**config.mk**
```make
export PLATFORM = sky130hd
export DESIGN_NAME = noc_test_node_flat
export DESIGN_NICKNAME = d
export VERILOG_FILES = /design/src/rtl/noc_test_node_pkg.sv /design/src/rtl/noc_test_node_if.sv /design/src/rtl/noc_test_node_rx_checker.sv /design/src/rtl/noc_test_node.sv /design/src/flat_wrapper.sv
export SDC_FILE = /design/constraint.sdc
export NUM_CORES = 1
export LEC_CHECK = 0
export BUFFER_PORTS_ARGS = -buffer_cell sky130_fd_sc_hd__buf_2
export CAP_MARGIN = 20
export CORE_MARGIN = 4
export CORE_UTILIZATION = 55
export CTS_CLUSTER_DIAMETER = 150
export DETAILED_ROUTE_END_ITERATION = 16
export PLACE_DENSITY_LB_ADDON = 0.3
export SYNTH_ARGS = -nofsm -noshare
export SYNTH_HDL_FRONTEND = slang
export SYNTH_SLANG_ARGS = --single-unit
```
**constraint.sdc**
```tcl
create_clock -name noc_clk -period 7.1 [get_ports noc_clk]
set_clock_uncertainty 0.05 [all_clocks]
set_input_delay 1.065 -clock noc_clk [delete_from_list [all_inputs] [get_ports noc_clk]]
set_output_delay 1.065 -clock noc_clk [all_outputs]
set_load 0.03 [all_outputs]
```
**src/rtl/noc_test_node_pkg.sv**
```systemverilog
// Noc_parameters: mesh geometry, packet format and flit layout shared by
// every NoC test node, its flit interface and its receive checker.
package Noc_parameters;

  localparam int Noc_X_Size   = 2;
  localparam int Noc_Y_Size   = 2;
  localparam int Noc_Node_Num = Noc_X_Size * Noc_Y_Size;
  localparam int Pkt_Len      = 4;

  // Coordinate fields never collapse to zero width on a 1-wide mesh.
  localparam int Coord_X_W = (Noc_X_Size > 1) ? $clog2(Noc_X_Size) : 1;
  localparam int Coord_Y_W = (Noc_Y_Size > 1) ? $clog2(Noc_Y_Size) : 1;
  localparam int Payload_W = 32;
  localparam int Flit_W    = 2 + 2 * Coord_X_W + 2 * Coord_Y_W + Payload_W;

  typedef enum logic [1:0] {
    FLIT_HEAD = 2'd0,
    FLIT_BODY = 2'd1,
    FLIT_TAIL = 2'd2
  } flit_type_e;

  typedef struct packed {
    flit_type_e             ftype;
    logic [Coord_X_W-1:0]   dst_x;
    logic [Coord_Y_W-1:0]   dst_y;
    logic [Coord_X_W-1:0]   src_x;
    logic [Coord_Y_W-1:0]   src_y;
    logic [Payload_W-1:0]   payload;
  } flit_t;

  // Destination of the packet with sequence number seq sent from self_idx;
  // a node never addresses itself, so a self hit is pushed to the next node.
  function automatic int unsigned dest_index(input int unsigned self_idx,
                                             input logic [7:0]  seq);
    int unsigned d;
    d = (self_idx + 32'd1 + 32'(seq)) % Noc_Node_Num;
    if (d == self_idx) begin
      d = (d + 32'd1) % Noc_Node_Num;
    end
    return d;
  endfunction

endpackage

```
**src/rtl/noc_test_node_if.sv**
```systemverilog
// Noc_flit_interface: one valid/ready flit channel between a node and the
// mesh fabric. The sender drives valid/flit, the receiver drives ready.
interface Noc_flit_interface;
  import Noc_parameters::*;

  logic  valid;
  logic  ready;
  flit_t flit;

  modport sender   (output valid, output flit, input  ready);
  modport receiver (input  valid, input  flit, output ready);

endinterface

```
**src/rtl/noc_test_node_rx_checker.sv**
```systemverilog
// noc_rx_checker: sinks every flit ejected to this node, checks addressing,
// HEAD/BODY/TAIL sequencing, flit index and source tag, and counts packets.
module noc_rx_checker
  import Noc_parameters::*;
#(
  parameter int X_ID = 0,
  parameter int Y_ID = 0
) (
  input  logic        i_clk,
  input  logic        i_rst,
  input  logic        i_valid,
  input  flit_t       i_flit,
  output logic        o_ready,
  output logic [15:0] o_pkt_cnt,
  output logic        o_err
);

  localparam logic [7:0] Last_Idx = 8'(Pkt_Len - 1);

  logic        r_ready;
  logic [7:0]  r_idx;
  logic [15:0] r_pkt_cnt;
  logic        r_err;

  logic        w_accept;
  flit_type_e  w_exp_type;
  logic        w_dst_bad;
  logic        w_type_bad;
  logic        w_idx_bad;
  logic        w_src_bad;
  logic        w_any_bad;
  logic        w_is_tail;
  logic [7:0]  w_src_idx;
  logic        w_unused_bits;

  // The sequence number and zero byte are carried for debug only.
  assign w_unused_bits = ^i_flit.payload[23:8];

  // Combinational checks of the flit currently presented on the port.
  always_comb begin
    w_accept   = i_valid && r_ready;
    w_exp_type = FLIT_BODY;
    if (r_idx == 8'd0) begin
      w_exp_type = FLIT_HEAD;
    end else if (r_idx == Last_Idx) begin
      w_exp_type = FLIT_TAIL;
    end else begin
      w_exp_type = FLIT_BODY;
    end
    w_dst_bad  = (i_flit.dst_x != Coord_X_W'(X_ID)) ||
                 (i_flit.dst_y != Coord_Y_W'(Y_ID));
    w_type_bad = (i_flit.ftype != w_exp_type);
    w_idx_bad  = (i_flit.payload[7:0] != r_idx);
    w_src_idx  = 8'(32'(i_flit.src_y) * Noc_X_Size + 32'(i_flit.src_x));
    w_src_bad  = (i_flit.payload[31:24] != w_src_idx);
    w_is_tail  = (i_flit.ftype == FLIT_TAIL);
    w_any_bad  = w_dst_bad || w_type_bad || w_idx_bad || w_src_bad;
  end

  // Expected-index tracking, sticky error flag and received-packet counter.
  always_ff @(posedge i_clk) begin
    if (i_rst) begin
      r_ready   <= 1'b0;
      r_idx     <= 8'd0;
      r_pkt_cnt <= 16'd0;
      r_err     <= 1'b0;
    end else begin
      r_ready <= 1'b1;
      if (w_accept) begin
        if (w_any_bad) begin
          r_err <= 1'b1;
        end
        if (w_is_tail) begin
          r_pkt_cnt <= r_pkt_cnt + 16'd1;
          r_idx     <= 8'd0;
        end else if (r_idx == Last_Idx) begin
          // Over-long packet: resynchronise instead of running off the end.
          r_idx <= 8'd0;
        end else begin
          r_idx <= r_idx + 8'd1;
        end
      end
    end
  end

  assign o_ready   = r_ready;
  assign o_pkt_cnt = r_pkt_cnt;
  assign o_err     = r_err;

endmodule

```
**src/rtl/noc_test_node.sv**
```systemverilog
// noc_test_node: traffic endpoint on one mesh local port. A start pulse
// injects one Pkt_Len-flit packet to a rotating destination; everything the
// fabric ejects here is checked by noc_rx_checker.
module noc_test_node
  import Noc_parameters::*;
#(
  parameter int X_ID = 0,
  parameter int Y_ID = 0
) (
  input  logic                noc_clk,
  input  logic                noc_rst_n,
  input  logic                send_start,
  Noc_flit_interface.sender   noc_sender_if,
  Noc_flit_interface.receiver noc_receiver_if,
  output logic [15:0]         tx_pkt_cnt,
  output logic [15:0]         rx_pkt_cnt,
  output logic                rx_err
);

  localparam int unsigned Self_Idx   = Y_ID * Noc_X_Size + X_ID;
  localparam logic [7:0]  Self_Idx_B = 8'(Self_Idx);
  localparam logic [7:0]  Last_K     = 8'(Pkt_Len - 1);

  typedef enum logic [0:0] {
    TX_IDLE = 1'b0,
    TX_SEND = 1'b1
  } tx_state_e;

  tx_state_e            r_state;
  logic                 r_valid;
  flit_t                r_flit;
  logic [7:0]           r_seq;
  logic [7:0]           r_k;
  logic                 r_pending;
  logic [15:0]          r_tx_cnt;
  logic [Coord_X_W-1:0] r_dst_x;
  logic [Coord_Y_W-1:0] r_dst_y;

  int unsigned          w_next_d;
  logic [Coord_X_W-1:0] w_next_dst_x;
  logic [Coord_Y_W-1:0] w_next_dst_y;
  logic                 w_rx_ready;

  function automatic flit_type_e type_for(input logic [7:0] k);
    flit_type_e t;
    if (k == 8'd0) begin
      t = FLIT_HEAD;
    end else if (k == Last_K) begin
      t = FLIT_TAIL;
    end else begin
      t = FLIT_BODY;
    end
    return t;
  endfunction

  function automatic flit_t build_flit(input logic [Coord_X_W-1:0] dx,
                                       input logic [Coord_Y_W-1:0] dy,
                                       input logic [7:0]           seq,
                                       input logic [7:0]           k);
    flit_t f;
    f.ftype   = type_for(k);
    f.dst_x   = dx;
    f.dst_y   = dy;
    f.src_x   = Coord_X_W'(X_ID);
    f.src_y   = Coord_Y_W'(Y_ID);
    f.payload = {Self_Idx_B, seq, 8'd0, k};
    return f;
  endfunction

  // Destination coordinates for the packet that would start now.
  always_comb begin
    w_next_d     = dest_index(Self_Idx, r_seq);
    w_next_dst_x = Coord_X_W'(w_next_d % Noc_X_Size);
    w_next_dst_y = Coord_Y_W'(w_next_d / Noc_X_Size);
  end

  // Transmit FSM: start/pending handling, flit sequencing, seq and tx count.
  always_ff @(posedge noc_clk) begin
    if (noc_rst_n) begin
      r_state   <= TX_IDLE;
      r_valid   <= 1'b0;
      r_flit    <= '0;
      r_seq     <= 8'd0;
      r_k       <= 8'd0;
      r_pending <= 1'b0;
      r_tx_cnt  <= 16'd0;
      r_dst_x   <= '0;
      r_dst_y   <= '0;
    end else begin
      case (r_state)
        TX_IDLE: begin
          if (send_start || r_pending) begin
            r_pending <= 1'b0;
            r_dst_x   <= w_next_dst_x;
            r_dst_y   <= w_next_dst_y;
            r_k       <= 8'd0;
            r_valid   <= 1'b1;
            r_flit    <= build_flit(w_next_dst_x, w_next_dst_y, r_seq, 8'd0);
            r_state   <= TX_SEND;
          end else begin
            r_valid <= 1'b0;
          end
        end
        TX_SEND: begin
          // One request is remembered; extra pulses fold into it.
          if (send_start) begin
            r_pending <= 1'b1;
          end
          if (noc_sender_if.ready) begin
            if (r_k == Last_K) begin
              r_valid  <= 1'b0;
              r_flit   <= '0;
              r_seq    <= r_seq + 8'd1;
              r_tx_cnt <= r_tx_cnt + 16'd1;
              r_state  <= TX_IDLE;
            end else begin
              r_k    <= r_k + 8'd1;
              r_flit <= build_flit(r_dst_x, r_dst_y, r_seq, r_k + 8'd1);
            end
          end
        end
        default: begin
          r_state <= TX_IDLE;
          r_valid <= 1'b0;
        end
      endcase
    end
  end

  noc_rx_checker #(
    .X_ID (X_ID),
    .Y_ID (Y_ID)
  ) u_rx_checker (
    .i_clk     (noc_clk),
    .i_rst     (noc_rst_n),
    .i_valid   (noc_receiver_if.valid),
    .i_flit    (noc_receiver_if.flit),
    .o_ready   (w_rx_ready),
    .o_pkt_cnt (rx_pkt_cnt),
    .o_err     (rx_err)
  );

  assign noc_receiver_if.ready = w_rx_ready;
  assign noc_sender_if.valid   = r_valid;
  assign noc_sender_if.flit    = r_flit;
  assign tx_pkt_cnt            = r_tx_cnt;

endmodule

```
**src/flat_wrapper.sv**
```systemverilog
// flat-port wrapper written by rule: the top's interface ports become plain ports
module noc_test_node_flat import Noc_parameters::*;
#(
  parameter int X_ID = 0,
  parameter int Y_ID = 0
)
  (noc_clk, noc_rst_n, send_start, tx_pkt_cnt, rx_pkt_cnt, rx_err, noc_sender_if_valid, noc_sender_if_flit, noc_sender_if_ready, noc_receiver_if_valid, noc_receiver_if_flit, noc_receiver_if_ready);
  Noc_flit_interface noc_sender_if_i ();
  Noc_flit_interface noc_receiver_if_i ();
  input  logic noc_clk;
  input  logic noc_rst_n;
  input  logic send_start;
  output logic [15:0] tx_pkt_cnt;
  output logic [15:0] rx_pkt_cnt;
  output logic rx_err;
  output wire logic [$bits(noc_sender_if_i.valid)-1:0] noc_sender_if_valid;
  output wire logic [$bits(noc_sender_if_i.flit)-1:0] noc_sender_if_flit;
  input wire logic [$bits(noc_sender_if_i.ready)-1:0] noc_sender_if_ready;
  input wire logic [$bits(noc_receiver_if_i.valid)-1:0] noc_receiver_if_valid;
  input wire logic [$bits(noc_receiver_if_i.flit)-1:0] noc_receiver_if_flit;
  output wire logic [$bits(noc_receiver_if_i.ready)-1:0] noc_receiver_if_ready;
  assign noc_sender_if_valid = noc_sender_if_i.valid;
  assign noc_sender_if_flit = noc_sender_if_i.flit;
  assign noc_sender_if_i.ready = noc_sender_if_ready;
  assign noc_receiver_if_i.valid = noc_receiver_if_valid;
  assign noc_receiver_if_i.flit = noc_receiver_if_flit;
  assign noc_receiver_if_ready = noc_receiver_if_i.ready;
  noc_test_node #(.X_ID(X_ID), .Y_ID(Y_ID)) u_core (.noc_clk(noc_clk), .noc_rst_n(noc_rst_n), .send_start(send_start), .noc_sender_if(noc_sender_if_i), .noc_receiver_if(noc_receiver_if_i), .tx_pkt_cnt(tx_pkt_cnt), .rx_pkt_cnt(rx_pkt_cnt), .rx_err(rx_err));
endmodule
```
Word-level counts from Yosys, hierarchy flattened --
Index checks and enable logic that the tools add are counted.
Storage, ports and cells: bits in registers 101, input bits 43, logic and storage cells 82
Operators by class: add/subtract/negate cells 8, eq/ne operators 12, muxes and demuxes 26, bitwise logic cells 1, reduce and logical (&&, ||, !) cells 17
Operators by type and width (count):
- 38-bit two-way mux | 3
- 38-bit one-hot mux with 2 select lines | 1
- 8-bit two-way mux | 5
- 16-bit by 1-bit adder with 16-bit output (second input constant) | 2
- 32-bit zero test | 1
- 8-bit by 1-bit adder with 8-bit output (second input constant) | 3
- 8-bit by 2-bit == test with 1-bit output (second input constant) | 3
- 8-bit zero test | 2
- 8-bit one-hot mux with 2 select lines | 1
- 2-bit AND reduction | 6
- 2-bit two-way mux | 5
- 1-bit two-way mux | 8
- 2-bit inequality test (second input constant) | 4
- 8-bit by 3-bit inequality test with 1-bit output | 1
- 8-bit inequality test | 1
- 1-bit one-hot mux with 2 select lines | 3
- 3-bit AND reduction | 2
- 1-bit logical OR | 5
- 2-bit by 1-bit adder with 3-bit output | 1
- 1-bit by 2-bit adder with 2-bit output (first input constant) | 1
- 2-bit by 1-bit adder with 2-bit output (second input constant) | 1
- 2-bit == test (second input constant) | 1
- 2-bit by 1-bit inequality test with 1-bit output (second input constant) | 1
- 2-bit inequality test | 1
- 2 further kinds | 2

Longest topological paths before layout --
word-level depth 8, gate-level depth with buffers 9, depth with buffers taken out 6

Cells and area by module --
From an unflattened synthesis, not the netlist that was laid out.
Unflattened totals: cell total of the unflattened synthesis 446, area, all modules 3930.0 um^2
Modules (own cells, without submodules):
- noc_test_node | times used 1, cells each 296, area each 2603.7 um^2
- noc_rx_checker | times used 1, cells each 150, area each 1326.3 um^2

Worst setup path before layout --
OpenSTA, ideal clock, no wires.
path type input -> register, start input port noc_receiver_if_flit[36], end register u_core.u_rx_checker.r_pkt_cnt[10] (netlist: u_core.u_rx_checker.o_pkt_cnt[10]), data arrival time 2.451 ns, setup slack 4.529 ns, stages on the path 4, buffers on the path 0, cell sequence nand4b_1 or4_1 or3_1 a21oi_1
Between the ends: cells in the longest elaborated chain, start to end 2
RTL lines:
- from (decl) | RTL line flat_wrapper.sv:20 | input wire logic [$bits(noc_receiver_if_i.flit)-1:0] noc_receiver_if_flit;
- 2-bit == test | RTL line noc_test_node_rx_checker.sv:56 | w_is_tail = (i_flit.ftype == FLIT_TAIL);
- 2-bit AND reduction (no source line)
- to (signal assigned) | RTL line noc_test_node_rx_checker.sv:74 | r_pkt_cnt <= r_pkt_cnt + 16'd1;
- to (decl) | RTL line noc_test_node_rx_checker.sv:22 | logic [15:0] r_pkt_cnt;
Every way passes these cells. A chain may end at the register's enable or synchronous reset.

Final worst setup path --
start register u_core.r_k[1], end register u_core.r_seq[3]
Between the ends: cells in the longest elaborated chain, start to end 2
RTL lines:
- from (decl) | RTL line noc_test_node.sv:33 | logic [7:0] r_k;
- from (signal assigned) | RTL line noc_test_node.sv:117 | r_k <= r_k + 8'd1;
- 8-bit by 2-bit == test with 1-bit output | RTL line noc_test_node.sv:110 | if (r_k == Last_K) begin
- 3-bit AND reduction (no source line)
- to (signal assigned) | RTL line noc_test_node.sv:113 | r_seq <= r_seq + 8'd1;
- to (decl) | RTL line noc_test_node.sv:32 | logic [7:0] r_seq;
Every way passes these cells.

==> results.py <==
metrics = {
    "sta": {
        "min_period_ns": 2.84,
        "rsz0062_at_grt": "no",
        "tightest_slew_ns": 0.753,
        "setup_viol": 0,
        "hold_viol": 0,
        "setup_slack_ns": 4.26,
        "fin_tns_setup_ns": 0,
        "maxSlewHeadroom_pct": 49.4,
        "hold_slack_ns": 0.406,
        "finalCritPeriodShare_pct": 40.0,
        "fmax_ghz": 0.352,
        "finalMaxSlewViolations": 0,
    },
    "logic_synthesis": {
        "yosys_warnings": 0,
        "ys.flop_type": "dfxtp_1",
        "synth_seq_area_share_pct": 43.0,
        "synth_area_per_cell_sq_um": 8.60,
        "synth_cells": 449,
        "syn_area_sq_um": 3860,
        "synthArstFlopShare_pct": 0,
        "ys_types": 46,
        "postSynthRegisterBits": 83,
        "synth_edf_count": 0,
    },
    "clocking": {
        "cts_resized": 0,
        "cts_made_buffers": 9,
        "cts_sinks": 83,
        "clk_pin_slew_ns": 0.08,
        "htreeDepth": 3,
        "cts.path.max_buffers": 2,
        "clock_latency_ns": 0.35,
        "cts_tree": "yes",
        "clock_tree.root_cell": "clkbuf_8",
        "hold_buffers": 0,
        "post_cts.repair.setup_buffers": 0,
    },
    "drt": {
        "vias_per_cell": 5.22,
        "wl_per_cell_um": 12.7,
        "drc": 0,
        "first_iter_violations": 121,
        "vias": 3262,
        "dr.pass1.iters": 4,
        "ant_nets": 0,
        "drt_wl_total_mm": 7.94,
    },
    "grt": {
        "grt-ovfl-total": 0,
        "grt_use_total_pct": 19.2,
        "antenna_found_initial": 0,
        "grt_max_degree": 76,
        "met2_usage_pct": 32.0,
        "grtUsageMet1_pct": 24.3,
        "grt_busiest_layer": "met2",
        "first_global_vias": 3021,
        "grt_first_pass_wirelength_mm": 13.4,
        "use_met3_pct": 3.36,
    },
    "cells_and_area": {
        "stdcell_count": 625,
        "antenna_cells": 0,
        "ff_latch_area_sq_um": 1660,
        "syn_to_final_growth_pct": 15.9,
        "stdcell_area_sq_um": 4480,
        "final_common_cell": "dfxtp_1",
        "drive_above_1_share_pct": 19.5,
        "final_cell_mix": "dfxtp_1 (83), buf_2 (81), nor2_1 (67)",
        "multi_input_area_sq_um": 2010,
        "nFillCells": 587,
        "utilization_pct": 65.9,
        "layout.nets": 575,
    },
    "worst_setup_path": {
        "cp-end-kind": "register",
        "worstPathArrival_ns": 3.00,
        "cp.required_ns": 7.26,
        "rr_endpoint": "u_core.r_seq[3]",
        "r2r_start": "u_core.r_k[1]",
        "start_kind": "register",
        "worst-path-buf-inv": 1,
        "cp_top_family": "simple AND/OR/NAND/NOR gates",
        "cp_slowest_cell": "nor3_1",
        "worstSetupPathType": "register to register",
        "path_cells": "ha_1 -> or4b_1 -> nor3_1 -> buf_4 -> nand4_1 -> xor2_1 -> nor2_1",
        "worstRegToRegCells": 7,
        "cpPeakStageDelay_ns": 0.68,
        "r2r_setup_slack_ns": 4.26,
        "path_max_fanout": 8,
    },
    "hold_path": {
        "hp-start": "u_core.noc_sender_if.flit[36]",
        "hold_path_end": "u_core.noc_sender_if.flit[36]",
        "whs_path_depth": 2,
        "min-delay-path-class": "register to register",
    },
    "floorplanning": {
        "die_w_um": 91.8,
        "die_y_um": 91.8,
        "io_pins": 116,
        "start_util_pct": 56.9,
        "num_rows": 30,
        "coreArea_sq_um": 6790,
        "die_area_sq_um": 8430,
    },
    "outcome": {
        "status": "complete, no violations",
    },
    "placement": {
        "pre_cts_slack_ns": 4.23,
        "place_congestion": 0.829,
        "place_hpwl_mm": 5.75,
        "io_buffers": 81,
        "dpl_cell_area_sq_um": 4250,
        "post-place-cells": 609,
    },
    "power_and_ir_drop": {
        "power-per-cell-area_nw_per_um2": 205,
        "total_power_uw": 917,
        "peakVddDrop_uv": 98.1,
        "cellLeakagePower_nw": 1.89,
    },
    "run": {
        "cap_violations": 0,
    },
}
[logic make-up (layout without fill, tap and decap cells)]
group / Yosys count / after routing / synth area share, %
and+or+nand+nor: 189 / 189 / 24.7
DFF: 83 / 83 / 43.0
AOI/OAI and AO/OA: 68 / 68 / 10.7
xor gates and xnor gates: 52 / 52 / 11.8
buffers and inverters: 46 / 109 / 6.58
adders and majority gates: 8 / 8 / 2.59
muxes: 2 / 2 / 0.518
other: 1 / 18 / 0.0971
[where the power goes]
group,switching [mW],internal [mW]
clock,0.168,0.210
combinational,0.0469,0.0174
sequential,0.00503,0.470
[worst max path at each step]
stage | from | endpoint | slack (ns) | depth (start not counted)
after detailed placement | noc_receiver_if_flit[36] | u_core.u_rx_checker.o_pkt_cnt[10] | 4.23 | 5
final | u_core.r_k[1] | u_core.r_seq[3] | 4.26 | 7
after CTS | u_core.r_k[0] | u_core.r_seq[3] | 4.23 | 7
after global routing | u_core.r_k[0] | u_core.r_seq[3] | 3.99 | 7
after global placement | noc_receiver_if_flit[36] | u_core.u_rx_checker.o_pkt_cnt[11] | 4.24 | 6
after floorplan | noc_receiver_if_flit[36] | u_core.u_rx_checker.o_pkt_cnt[10] | 4.53 | 4
[cell usage after synthesis, types with 2 or more instances]
library cell / count / area share, %
mux2i_1: 2 / 0.52
a21o_1: 5 / 0.97
ha_1: 8 / 2.6
a22oi_1: 12 / 2.3
nor4_1: 6 / 0.97
o21ai_0: 14 / 1.8
nand3_1: 20 / 2.6
or4_1: 2 / 0.39
nand4_1: 14 / 2.3
and3_1: 5 / 0.81
nand2_1: 32 / 3.1
nor2b_1: 4 / 0.65
buf_2: 4 / 0.52
o21a_1: 2 / 0.39
or3_1: 12 / 1.9
buf_4: 18 / 3.5
a21oi_1: 26 / 3.4
dfxtp_1: 83 / 43
xor2_1: 34 / 7.7
xnor2_1: 18 / 4.1
clkbuf_1: 12 / 1.2
nor3_1: 9 / 1.2
nor3b_1: 3 / 0.58
nor3_2: 2 / 0.52
inv_1: 10 / 0.97
and4_1: 6 / 1.4
nor2_1: 67 / 6.5
[cell type report]
type,instances,share of cell area (%)
timing repair buffer,83,9.39
tap,96,2.68
clock inverter,5,1.90
multi-input combinational,337,44.9
sequential,83,37.1
inverter,10,0.838
clock buffer,11,3.16
[metal layers]
layer | vias to the layer above | part of all wire [%]
li1 | 1668 | -
met1 | 1489 | 46
met2 | 96 | 47
met3 | 9 | 5.2
met4 | 0 | 1.4
met5 | - | 0
[registers in the layout, indices dropped and copies added, names as in the netlist, 8 cells and up]
name / count
u_core.u_rx_checker.r_idx: 8
u_core.tx_pkt_cnt: 16
u_core.noc_sender_if.flit: 20
u_core.u_rx_checker.o_pkt_cnt: 16
u_core.r_seq: 8
u_core.r_k: 8
[worst reg2reg max path, cell delays in order, from the launching register on]
cell and delay, ns:
dfxtp_1 0.41, ha_1 0.36, or4b_1 0.63, nor3_1 0.68
buf_4 0.28, nand4_1 0.11, xor2_1 0.15, nor2_1 0.05
No activity file was read; power rests on OpenSTA's default activity.
